$ cat config.mk
export PLATFORM = sky130hd
export DESIGN_NAME = vga_frame_capture
export DESIGN_NICKNAME = d
export VERILOG_FILES = /design/src/rtl/vga_frame_capture.sv
export SDC_FILE = /design/constraint.sdc
export NUM_CORES = 1
export LEC_CHECK = 0
export ABC_AREA = 1
export BUFFER_PORTS_ARGS = -buffer_cell sky130_fd_sc_hd__clkbuf_2
export CAP_MARGIN = 20
export CORE_ASPECT_RATIO = 0.8
export CORE_MARGIN = 2
export CORE_UTILIZATION = 45
export CTS_CLUSTER_DIAMETER = 50
export DETAILED_ROUTE_END_ITERATION = 8
export GPL_ROUTABILITY_DRIVEN = 0
export SYNTH_ARGS = -nofsm -noshare
export SYNTH_HDL_FRONTEND = slang
export SYNTH_SLANG_ARGS = --single-unit
$ cat constraint.sdc
create_clock -name clk -period 5 [get_ports clk]
set_input_delay 0.75 -clock clk [delete_from_list [all_inputs] [get_ports clk]]
set_output_delay 0.75 -clock clk [all_outputs]
set_load 0.01 [all_outputs]
$ cat src/rtl/vga_frame_capture.sv
// VGA receive-side monitor: samples sync and colour on pixel-enable strobes,
// recovers active pixel coordinates, checks line/frame timing, tracks lock
// and produces a 16-bit checksum of every good frame.
module vga_frame_capture #(
   parameter int H_ACTIVE = 640,
   parameter int H_FP     = 16,
   parameter int H_SYNC   = 96,
   parameter int H_BP     = 48,
   parameter int V_ACTIVE = 480,
   parameter int V_FP     = 10,
   parameter int V_SYNC   = 2,
   parameter int V_BP     = 33,
   parameter bit HS_POL   = 1'b0,
   parameter bit VS_POL   = 1'b0
) (
   input  logic        clk,
   input  logic        rstn,
   input  logic        pix_en,
   input  logic        vga_hs,
   input  logic        vga_vs,
   input  logic [3:0]  vga_red,
   input  logic [3:0]  vga_green,
   input  logic [3:0]  vga_blue,
   output logic        pix_valid,
   output logic [9:0]  pix_x,
   output logic [9:0]  pix_y,
   output logic [11:0] pix_rgb,
   output logic        frame_done,
   output logic [15:0] frame_sum,
   output logic        locked,
   output logic        h_err,
   output logic        v_err
);

   localparam int H_TOTAL = H_FP + H_SYNC + H_BP + H_ACTIVE;
   localparam int V_TOTAL = V_FP + V_SYNC + V_BP + V_ACTIVE;
   localparam int HOFF    = H_SYNC + H_BP;
   localparam int VOFF    = V_SYNC + V_BP;

   localparam logic [10:0] H_LAST   = 11'(H_TOTAL - 1);
   localparam logic [9:0]  V_LAST   = 10'(V_TOTAL - 1);
   localparam logic [10:0] H_START  = 11'(HOFF);
   localparam logic [10:0] H_END    = 11'(HOFF + H_ACTIVE);
   localparam logic [9:0]  V_START  = 10'(VOFF);
   localparam logic [9:0]  V_END    = 10'(VOFF + V_ACTIVE);
   localparam logic [10:0] H_MAX    = 11'h7FF;
   localparam logic [9:0]  V_MAX    = 10'h3FF;

   typedef enum logic [1:0] {
      UNLOCKED = 2'd0,
      ACQUIRE  = 2'd1,
      LOCKED   = 2'd2
   } state_t;

   state_t      state;
   state_t      state_next;
   logic        hs_a_prev;
   logic        vs_a_prev;
   logic [10:0] hcnt;
   logic [9:0]  vcnt;
   logic        frame_bad;
   logic [15:0] sum_acc;

   logic        hs_a;
   logic        vs_a;
   logic        hs_edge;
   logic        vs_edge;
   logic        tracking;
   logic [10:0] h_cur;
   logic [9:0]  v_pre;
   logic [9:0]  v_cur;
   logic        h_mis;
   logic        v_mis;
   logic        bad_now;
   logic        active;
   logic        done_now;
   logic [11:0] rgb_in;

   // Decode the current sample: sync edges, indices, timing checks and next state.
   always_comb begin
      hs_a       = (vga_hs == HS_POL);
      vs_a       = (vga_vs == VS_POL);
      hs_edge    = pix_en && hs_a && !hs_a_prev;
      vs_edge    = pix_en && vs_a && !vs_a_prev;
      tracking   = (state != UNLOCKED);
      rgb_in     = {vga_red, vga_green, vga_blue};
      h_cur      = hs_edge ? 11'd0 : ((hcnt == H_MAX) ? hcnt : hcnt + 11'd1);
      v_pre      = hs_edge ? ((vcnt == V_MAX) ? vcnt : vcnt + 10'd1) : vcnt;
      v_cur      = vs_edge ? 10'd0 : v_pre;
      h_mis      = hs_edge && tracking && (hcnt != H_LAST);
      v_mis      = vs_edge && tracking && (vcnt != V_LAST);
      bad_now    = frame_bad || h_mis || v_mis;
      active     = pix_en && tracking &&
                   (h_cur >= H_START) && (h_cur < H_END) &&
                   (v_cur >= V_START) && (v_cur < V_END);
      done_now   = vs_edge && tracking && !bad_now;
      state_next = state;
      case (state)
         UNLOCKED: if (vs_edge) state_next = ACQUIRE;
         ACQUIRE:  if (vs_edge && !bad_now) state_next = LOCKED;
         LOCKED: begin
            if (h_mis) state_next = ACQUIRE;
            else if (vs_edge && bad_now) state_next = ACQUIRE;
         end
         default:  state_next = UNLOCKED;
      endcase
   end

   // Lock state register.
   always_ff @(posedge clk or negedge rstn) begin
      if (!rstn) state <= UNLOCKED;
      else       state <= state_next;
   end

   // Counters, sticky errors, checksum and registered pixel/frame outputs.
   always_ff @(posedge clk or negedge rstn) begin
      if (!rstn) begin
         hs_a_prev  <= 1'b1;
         vs_a_prev  <= 1'b1;
         hcnt       <= H_MAX;
         vcnt       <= 10'd0;
         frame_bad  <= 1'b0;
         sum_acc    <= 16'd0;
         pix_valid  <= 1'b0;
         pix_x      <= 10'd0;
         pix_y      <= 10'd0;
         pix_rgb    <= 12'd0;
         frame_done <= 1'b0;
         frame_sum  <= 16'd0;
         h_err      <= 1'b0;
         v_err      <= 1'b0;
      end else begin
         pix_valid  <= active;
         frame_done <= done_now;
         if (pix_en) begin
            hs_a_prev <= hs_a;
            vs_a_prev <= vs_a;
            hcnt      <= h_cur;
            vcnt      <= v_cur;
            if (h_mis) h_err <= 1'b1;
            if (v_mis) v_err <= 1'b1;
            if (active) begin
               pix_x   <= 10'(h_cur - H_START);
               pix_y   <= v_cur - V_START;
               pix_rgb <= rgb_in;
            end
            if (done_now) frame_sum <= sum_acc;
            if (vs_edge) begin
               frame_bad <= 1'b0;
               sum_acc   <= 16'd0;
            end else begin
               if (h_mis)  frame_bad <= 1'b1;
               if (active) sum_acc   <= sum_acc + 16'(rgb_in);
            end
         end
      end
   end

   assign locked = (state == LOCKED);

endmodule

==> results.py, run 1 <==
metrics = {
    "place": {
        "place_inst": 911,
        "port_buffers": 69,
        "dpl_worst_slack_ns": 1.01,
        "dp_hpwl_um": 9250,
    },
    "sta": {
        "worst_slew_pin_slew_ns": 0.771,
        "hold_viol": 0,
        "slew_headroom_pct": 48.2,
        "fmax_ghz": 0.272,
        "finClkSkew_ns": 0.00561,
        "drv_slew": 0,
        "rsz0062_at_grt": "false",
        "setup_viol": 0,
        "worst_slack_ns": 1.32,
        "setup-tns-final_ns": 0,
        "min_period_ns": 3.68,
        "post-route-period-util_pct": 73.5,
    },
    "floorplan": {
        "num_rows": 35,
        "die-width_um": 126,
        "io_pins": 70,
        "chipHeight_um": 101,
        "dieArea_sq_mm": 0.0127,
        "core_sq_mm": 0.0115,
        "start_util_pct": 46.3,
    },
    "run_status": {
        "status": "completed",
    },
    "worst_hold_path": {
        "holdCritPathClass": "in -> async",
    },
    "layout": {
        "area_growth_pct": 13.9,
        "fin_util_pct": 52.8,
        "nFillCells": 1106,
        "diodes": 0,
        "fin_cells": 927,
        "nets": 810,
        "drive_above_1_share_pct": 15.8,
    },
    "drt": {
        "drt_iter0_drc": 341,
        "vias_per_cell": 5.12,
        "wirelength_um": 13000,
        "wl_per_cell_um": 14.0,
        "drc": 0,
        "ant_nets": 0,
        "drt_pass1_iterations": 5,
        "vias": 4743,
    },
    "global_route": {
        "grt_pass1_wl_um": 21900,
        "grt.total_usage_pct": 21.3,
        "grt_max_degree": 54,
        "grt_antenna_before_repair": 0,
        "grt.overflow.total": 0,
        "grt_pass1_vias": 4454,
    },
    "clock_network": {
        "insertion_delay_ns": 0.35,
        "cts_buffers": 9,
        "cts_setup_buffers": 0,
        "cts_tree": "done",
        "path_clk_slew_ns": 0.07,
        "root_buffer": "clkbuf_16",
        "ctsResizeCount": 0,
        "hold_buffers": 0,
        "cts.path.max_buffers": 2,
        "h-tree-depth": 3,
        "clock_sinks": 94,
    },
    "logic_synthesis": {
        "synth_edf_count": 0,
        "synth_seq_cells": 94,
        "synthesis.nets": 747,
        "avgSynthCellArea_sq_um": 7.50,
        "async_flop_share_pct": 100,
        "syn_area_sq_mm": 0.00534,
        "ys_warn_count": 0,
        "syn_inst": 711,
        "synth.largest_area_cell": "dfrtp_1",
        "synth_top_area_share_pct": 38.0,
        "yosys-top-cells-area": "dfrtp_1 38%, nand2_1 19%, dfstp_2 6.4%, nand3_1 5.3%, inv_1 4.9%",
        "yosysSeqAreaShare_pct": 44.4,
        "synth.distinct_cells": 38,
        "synth_ff_type": "dfrtp_1",
    },
    "critical_path": {
        "crit_buf_inv": 5,
        "required_ns": 5.28,
        "cp_top_family": "simple AND/OR/NAND/NOR gates",
        "r2r_setup_slack_ns": 1.41,
        "crit_top_cell": "nand2_1",
        "reg2reg_depth": 18,
        "path_max_fanout": 38,
        "r2r_end": "sum_acc[13]",
        "reg2reg_from": "hcnt[0]",
        "crit_arrival_ns": 3.96,
        "cp-end-kind": "flip-flop",
        "cp_cell_sequence": "clkbuf_2 > inv_2 > or2_1 > nor2_8 > inv_2 > o21ai_0 > nor2_1 > ha_1 > inv_1 > nand2_1 > o21ai_2 > a21oi_2 > nand3_4 > buf_4 > nand2_1 > nand2_1 > nand2_1",
        "max_stage_delay_ns": 0.40,
        "crit_type": "in -> reg",
        "crit_path_top_delay_cell": "inv_2",
        "start_kind": "input pin",
    },
    "pwr": {
        "ir_drop_mv": 0.279,
        "total_power_mw": 3.20,
        "static-leakage-power_nw": 3.26,
        "power_density_mw_per_mm2": 527,
    },
    "run": {
        "cap_violations": 0,
    },
}
synth_stat cells (all sizes together) (5+ instances only):
cell type / n
buf: 14
o21ai: 42
dfstp: 13
a21oi: 23
ha: 18
nand3: 62
nor2: 47
xnor2: 10
xor2: 13
inv: 73
nand4: 10
nand2: 279
nor3: 6
clkbuf: 5
dfrtp: 81
cell usage in the layout (no fill, tap or decap), types with 3 or more instances in the layout:
master      count
nand2_1       277
dfrtp_1        81
inv_1          69
clkbuf_2       68
nand3_1        57
nor2_1         43
o21ai_0        26
a21oi_1        20
ha_1           18
o21ai_1        15
xor2_1         13
dfstp_2        13
xnor2_1        10
nand4_1        10
clkbuf_16       9
nor3_1          6
inv_2           4
nand3_2         4
a21oi_2         3
or2_2           3
clkinvlp_4      3
buf_4           3
final cells by class:
type,instances,area (sq um),area share (%)
clock buffer,9,225,3.71
clock inverter,7,81.3,1.34
inverter,75,283,4.65
multi-input combinational,523,2570,42.3
sequential,94,2370,39.0
tap,148,185,3.05
timing repair buffer,71,363,5.97
metrics by stage:
stage	hold WS (ns)	area (sq um)
6_report	0.441	6080
5_1_grt	0.484	6080
4_1_cts	0.467	6080
3_5_place_dp	0.458	5770
3_3_place_gp	0.450	5770
2_1_floorplan	0.454	5340
cells by family (layout without fill, tap and decap cells):
| group | count (synthesis) | after routing | synth area share, % |
|---|---|---|---|
| XOR/XNOR | 23 | 23 | 3.78 |
| flip-flops | 94 | 94 | 44.4 |
| AO/OA/AOI/OAI | 72 | 72 | 7.39 |
| buffers and inverters | 94 | 162 | 7.41 |
| adder cells (fa/ha/maj) | 19 | 19 | 4.60 |
| AND/OR/NAND/NOR | 409 | 409 | 32.4 |
where the power goes:
part           total [mW]  switching, mW  internal [mW]
combinational        1.24          0.758          0.480
clock               0.716          0.322          0.394
sequential           1.25          0.209           1.04
state kept, by name (all words and copies together), names as in the netlist, 2 cells and up:
name / flops
pix_rgb: 12
frame_sum: 16
hcnt: 11
state: 2
pix_y: 10
vcnt: 10
pix_x: 10
sum_acc: 16
per-layer routing:
layer	global-route usage [%]	vias up	routed length, um	share of wire [%]
li1	-	2377	-	-
met1	31.8	2237	6720	52
met2	31.4	115	5450	42
met3	4.86	14	637	4.9
met4	5.92	0	169	1.3
met5	0	-	0	0
worst max-delay path by stage:
| stage | from | end | cells after the start |
|---|---|---|---|
| final | pix_en | sum_acc[13] | 17 |
| after global routing | pix_en | sum_acc[15] | 17 |
| after CTS | pix_en | sum_acc[14] | 17 |
| after detailed placement | pix_en | sum_acc[13] | 17 |
| after global placement | pix_en | pix_rgb[8] | 16 |
| after floorplan | pix_en | pix_y[7] | 16 |
No activity file was read; power rests on OpenSTA's default activity.
==> inputs of run 2 (changes only) <==
--- a/config.mk
+++ b/config.mk
@@ -5,7 +5,7 @@
 export SDC_FILE = /design/constraint.sdc
 export NUM_CORES = 1
 export LEC_CHECK = 0
-export ABC_AREA = 1
+export ABC_AREA = 0
 export BUFFER_PORTS_ARGS = -buffer_cell sky130_fd_sc_hd__clkbuf_2
 export CAP_MARGIN = 20
 export CORE_ASPECT_RATIO = 0.8
@@ -14,6 +14,7 @@
 export CTS_CLUSTER_DIAMETER = 50
 export DETAILED_ROUTE_END_ITERATION = 8
 export GPL_ROUTABILITY_DRIVEN = 0
+export PLACE_DENSITY = 0.67
 export SYNTH_ARGS = -nofsm -noshare
 export SYNTH_HDL_FRONTEND = slang
 export SYNTH_SLANG_ARGS = --single-unit
==> constraint.sdc (replaced) <==
create_clock -name clk -period 3.3 [get_ports clk]
set_input_delay 0.495 -clock clk [delete_from_list [all_inputs] [get_ports clk]]
set_output_delay 0.495 -clock clk [all_outputs]
set_load 0.01 [all_outputs]
==> run 2 against run 1 <==
Against the previous run: the run now ends with negative setup slack left; combinational power fell by 48%; count of clock-buffer cells in the layout stayed put; largest power group unchanged; largest cell class unchanged; first-iteration DRC count shrank 20%.
==> results.py, run 2 <==
metrics = {
    "logic_synthesis": {
        "yosysSeqAreaShare_pct": 46.8,
        "synth_common_cells": "81 x dfrtp_1, 42 x nand2_1, 39 x mux2_2, 38 x nor2_1, 29 x o21ai_0",
        "avgSynthCellArea_sq_um": 10.3,
        "synth_seq_cells": 94,
        "syn_area_sq_mm": 0.00506,
        "synth_top_area_share_pct": 40.0,
        "async_flop_share_pct": 100,
        "ys_warn_count": 0,
        "synth_ff_type": "dfrtp_1",
        "synth.distinct_cells": 62,
        "synthesis.nets": 529,
        "syn_inst": 493,
        "yosys-top-cells-area": "dfrtp_1 40%, mux2_2 8.7%, dfstp_2 6.7%, ha_1 4.4%, nand2_1 3.1%",
        "yosysMostFrequentCell": "dfrtp_1",
        "synth_edf_count": 0,
        "synth.largest_area_cell": "dfrtp_1",
    },
    "floorplan": {
        "num_rows": 34,
        "start_util_pct": 46.3,
        "io_pins": 70,
        "chipHeight_um": 98.9,
        "dieArea_sq_mm": 0.0121,
        "die-width_um": 123,
        "core_sq_mm": 0.0109,
    },
    "pwr": {
        "intPower_mw": 2.22,
        "power.switching_mw": 0.934,
        "p_comb_share_pct": 20.6,
        "p_seq_share_pct": 43.0,
        "power_frac_clock_pct": 36.4,
        "netSwitchingFraction_pct": 29.6,
        "static-leakage-power_nw": 3.26,
        "power_density_mw_per_mm2": 479,
        "ir_drop_mv": 0.332,
    },
    "run": {
        "cap_violations": 0,
    },
    "clock_network": {
        "clock_sinks": 94,
        "hold_buffers": 0,
        "h-tree-depth": 3,
        "path_clk_slew_ns": 0.07,
        "root_buffer": "clkbuf_16",
        "insertion_delay_ns": 0.36,
        "cts_tree": "done",
        "cts.path.max_buffers": 2,
        "cts_buffers": 9,
    },
    "sta": {
        "slew_headroom_pct": 46.9,
        "drv_slew": 0,
        "worst_slew_pin_slew_ns": 0.796,
        "min_period_ns": 3.63,
        "post-route-period-util_pct": 110,
        "rsz0062_at_grt": "true",
        "finClkSkew_ns": 0.0151,
        "worst_slack_ns": -0.328,
        "fmax_ghz": 0.276,
        "hold_viol": 0,
        "setup_viol": 49,
    },
    "global_route": {
        "grt_antenna_before_repair": 0,
        "grt_pass1_vias": 4214,
        "grt_pass1_wl_um": 20500,
        "grt.overflow.total": 0,
        "grt_max_degree": 65,
        "grt.total_usage_pct": 21.4,
    },
    "drt": {
        "drt_iter0_drc": 273,
        "ant_nets": 0,
        "drc": 0,
        "vias_per_cell": 5.55,
        "drt_pass1_iterations": 5,
        "wl_per_cell_um": 16.2,
        "vias": 4238,
        "wirelength_um": 12400,
    },
    "critical_path": {
        "max_stage_delay_ns": 0.54,
        "crit_arrival_ns": 3.86,
        "required_ns": 3.54,
        "path_max_fanout": 13,
        "reg2reg_from": "vcnt[0]",
        "r2r_end": "pix_rgb[11]",
        "crit_end": "pix_rgb[11]",
        "crit_top_cell": "ha_2",
        "crit_path_top_delay_cell": "or4_4",
        "r2r_setup_slack_ns": -0.33,
        "start_kind": "flip-flop",
        "reg2reg_depth": 12,
        "crit_type": "reg -> reg",
        "crit_start": "vcnt[0]",
        "cp-end-kind": "flip-flop",
        "cp_cell_sequence": "ha_2 > nand4_1 > o31ai_4 > mux2i_1 > nor2_1 > ha_2 > or4b_4 > or4_4 > a311oi_4 > buf_6 > buf_12 > mux2_2",
    },
    "layout": {
        "diodes": 0,
        "area_growth_pct": 30.2,
        "drive_above_1_share_pct": 37.6,
        "final_cell_mix": "81 x dfrtp_1, 68 x clkbuf_2, 53 x buf_4, 41 x nand2_1, 34 x nor2_1",
        "stdcell_area_sq_mm": 0.00660,
        "top_regs": "frame_sum: 16 flops, sum_acc: 16 flops, pix_rgb: 12 flops",
        "layout_commonest_cell": "dfrtp_1",
        "nets": 651,
    },
    "place": {
        "port_buffers": 69,
        "dp_hpwl_um": 8680,
        "place_area_sq_mm": 0.00593,
        "dpl_worst_slack_ns": -0.422,
    },
    "worst_hold_path": {
        "holdCritPathClass": "in -> async",
    },
    "run_status": {
        "status": "complete, but fails checks",
        "violations": "negative setup slack",
    },
}
## run 2: cell types whose count changed after synthesis, moves of 9 or more
cell and change:
mux2i_1 +12, a31oi_1 +9, and3_1 +9, clkbuf_1 +9, nand2_1 -235, o21ai_1 -14
mux2_2 +39, inv_1 -50, nand3_1 -44
## run 2: power groups by stage
| stage | logic, mW | registers, mW | clock network (mW) |
|---|---|---|---|
| after floorplan | 0.417 | 1.33 | 0 |
| after global placement | 0.593 | 1.37 | 0 |
| after detailed placement | 0.609 | 1.37 | 0 |
| after CTS | 0.637 | 1.35 | 1.18 |
| after global routing | 0.725 | 1.37 | 1.22 |
| final | 0.650 | 1.36 | 1.15 |
## run 2: what timing repair did
item	4_1_cts	5_1_grt
resized for setup	28	14
pin swaps	0	0
cloned	2	1
endpoints found under the hold margin	0	0
buffers inserted	10	2
setup endpoints to repair	49	49
## run 2: worst min-delay path by stage
stage / end / cells past startpoint
after floorplan: frame_bad / 0
after global placement: h_err / 1
after detailed placement: h_err / 1
after CTS: pix_rgb[3] / 1
after global routing: pix_rgb[3] / 1
final: pix_rgb[3] / 1
## run 2: logic make-up (layout without fill, tap and decap cells)
kind of cell / Yosys count / count (layout) / share of synthesized area (%)
AO/OA/AOI/OAI: 99 / 99 / 13.0
XOR/XNOR: 21 / 21 / 3.63
adder cells (fa/ha/maj): 19 / 19 / 4.84
buffers and inverters: 42 / 169 / 3.36
flip-flops: 94 / 94 / 46.8
multiplexers: 51 / 51 / 11.0
AND/OR/NAND/NOR: 167 / 167 / 17.4
## run 2: area by class of cell
class	instances	area [sq um]
Clock buffer	9	225
Clock inverter	7	101
Fill cell	859	4340
Inverter	19	71.3
Multi-Input combinational cell	357	2660
Sequential cell	94	2370
Tap cell	144	180
Timing Repair Buffer	134	986
## run 2: layer usage
layer | share of wire [%] | track usage (%)
met5 | 0 | 0
met2 | 47 | 33.8
met1 | 47 | 29.5
met3 | 5.2 | 4.86
met4 | 1.2 | 6.10
## run 2: per-stage QoR
step | hold WS [ns] | utilization [%] | std cells | TNS, ns | power, mW
6_report | 0.221 | 60.3 | 764 | -11.97 | 3.16
3_3_place_gp | 0.468 | 54.2 | 733 | -10.02 | 1.96
3_5_place_dp | 0.467 | 54.2 | 733 | -15.59 | 1.98
5_1_grt | 0.295 | 60.3 | 764 | -18.29 | 3.32
4_1_cts | 0.258 | 59.4 | 761 | -9.92 | 3.16
2_1_floorplan | 0.199 | - | 493 | -10.61 | 1.75
## run 2: critical path, delay by kind of cell (launching register included)
family	cells	cell delay, ns
AND/OR/NAND/NOR	4	1.31
multiplexers	2	0.62
AO/OA/AOI/OAI	2	0.52
adder cells (fa/ha/maj)	2	0.39
flip-flops	1	0.35
buffers and inverters	2	0.33
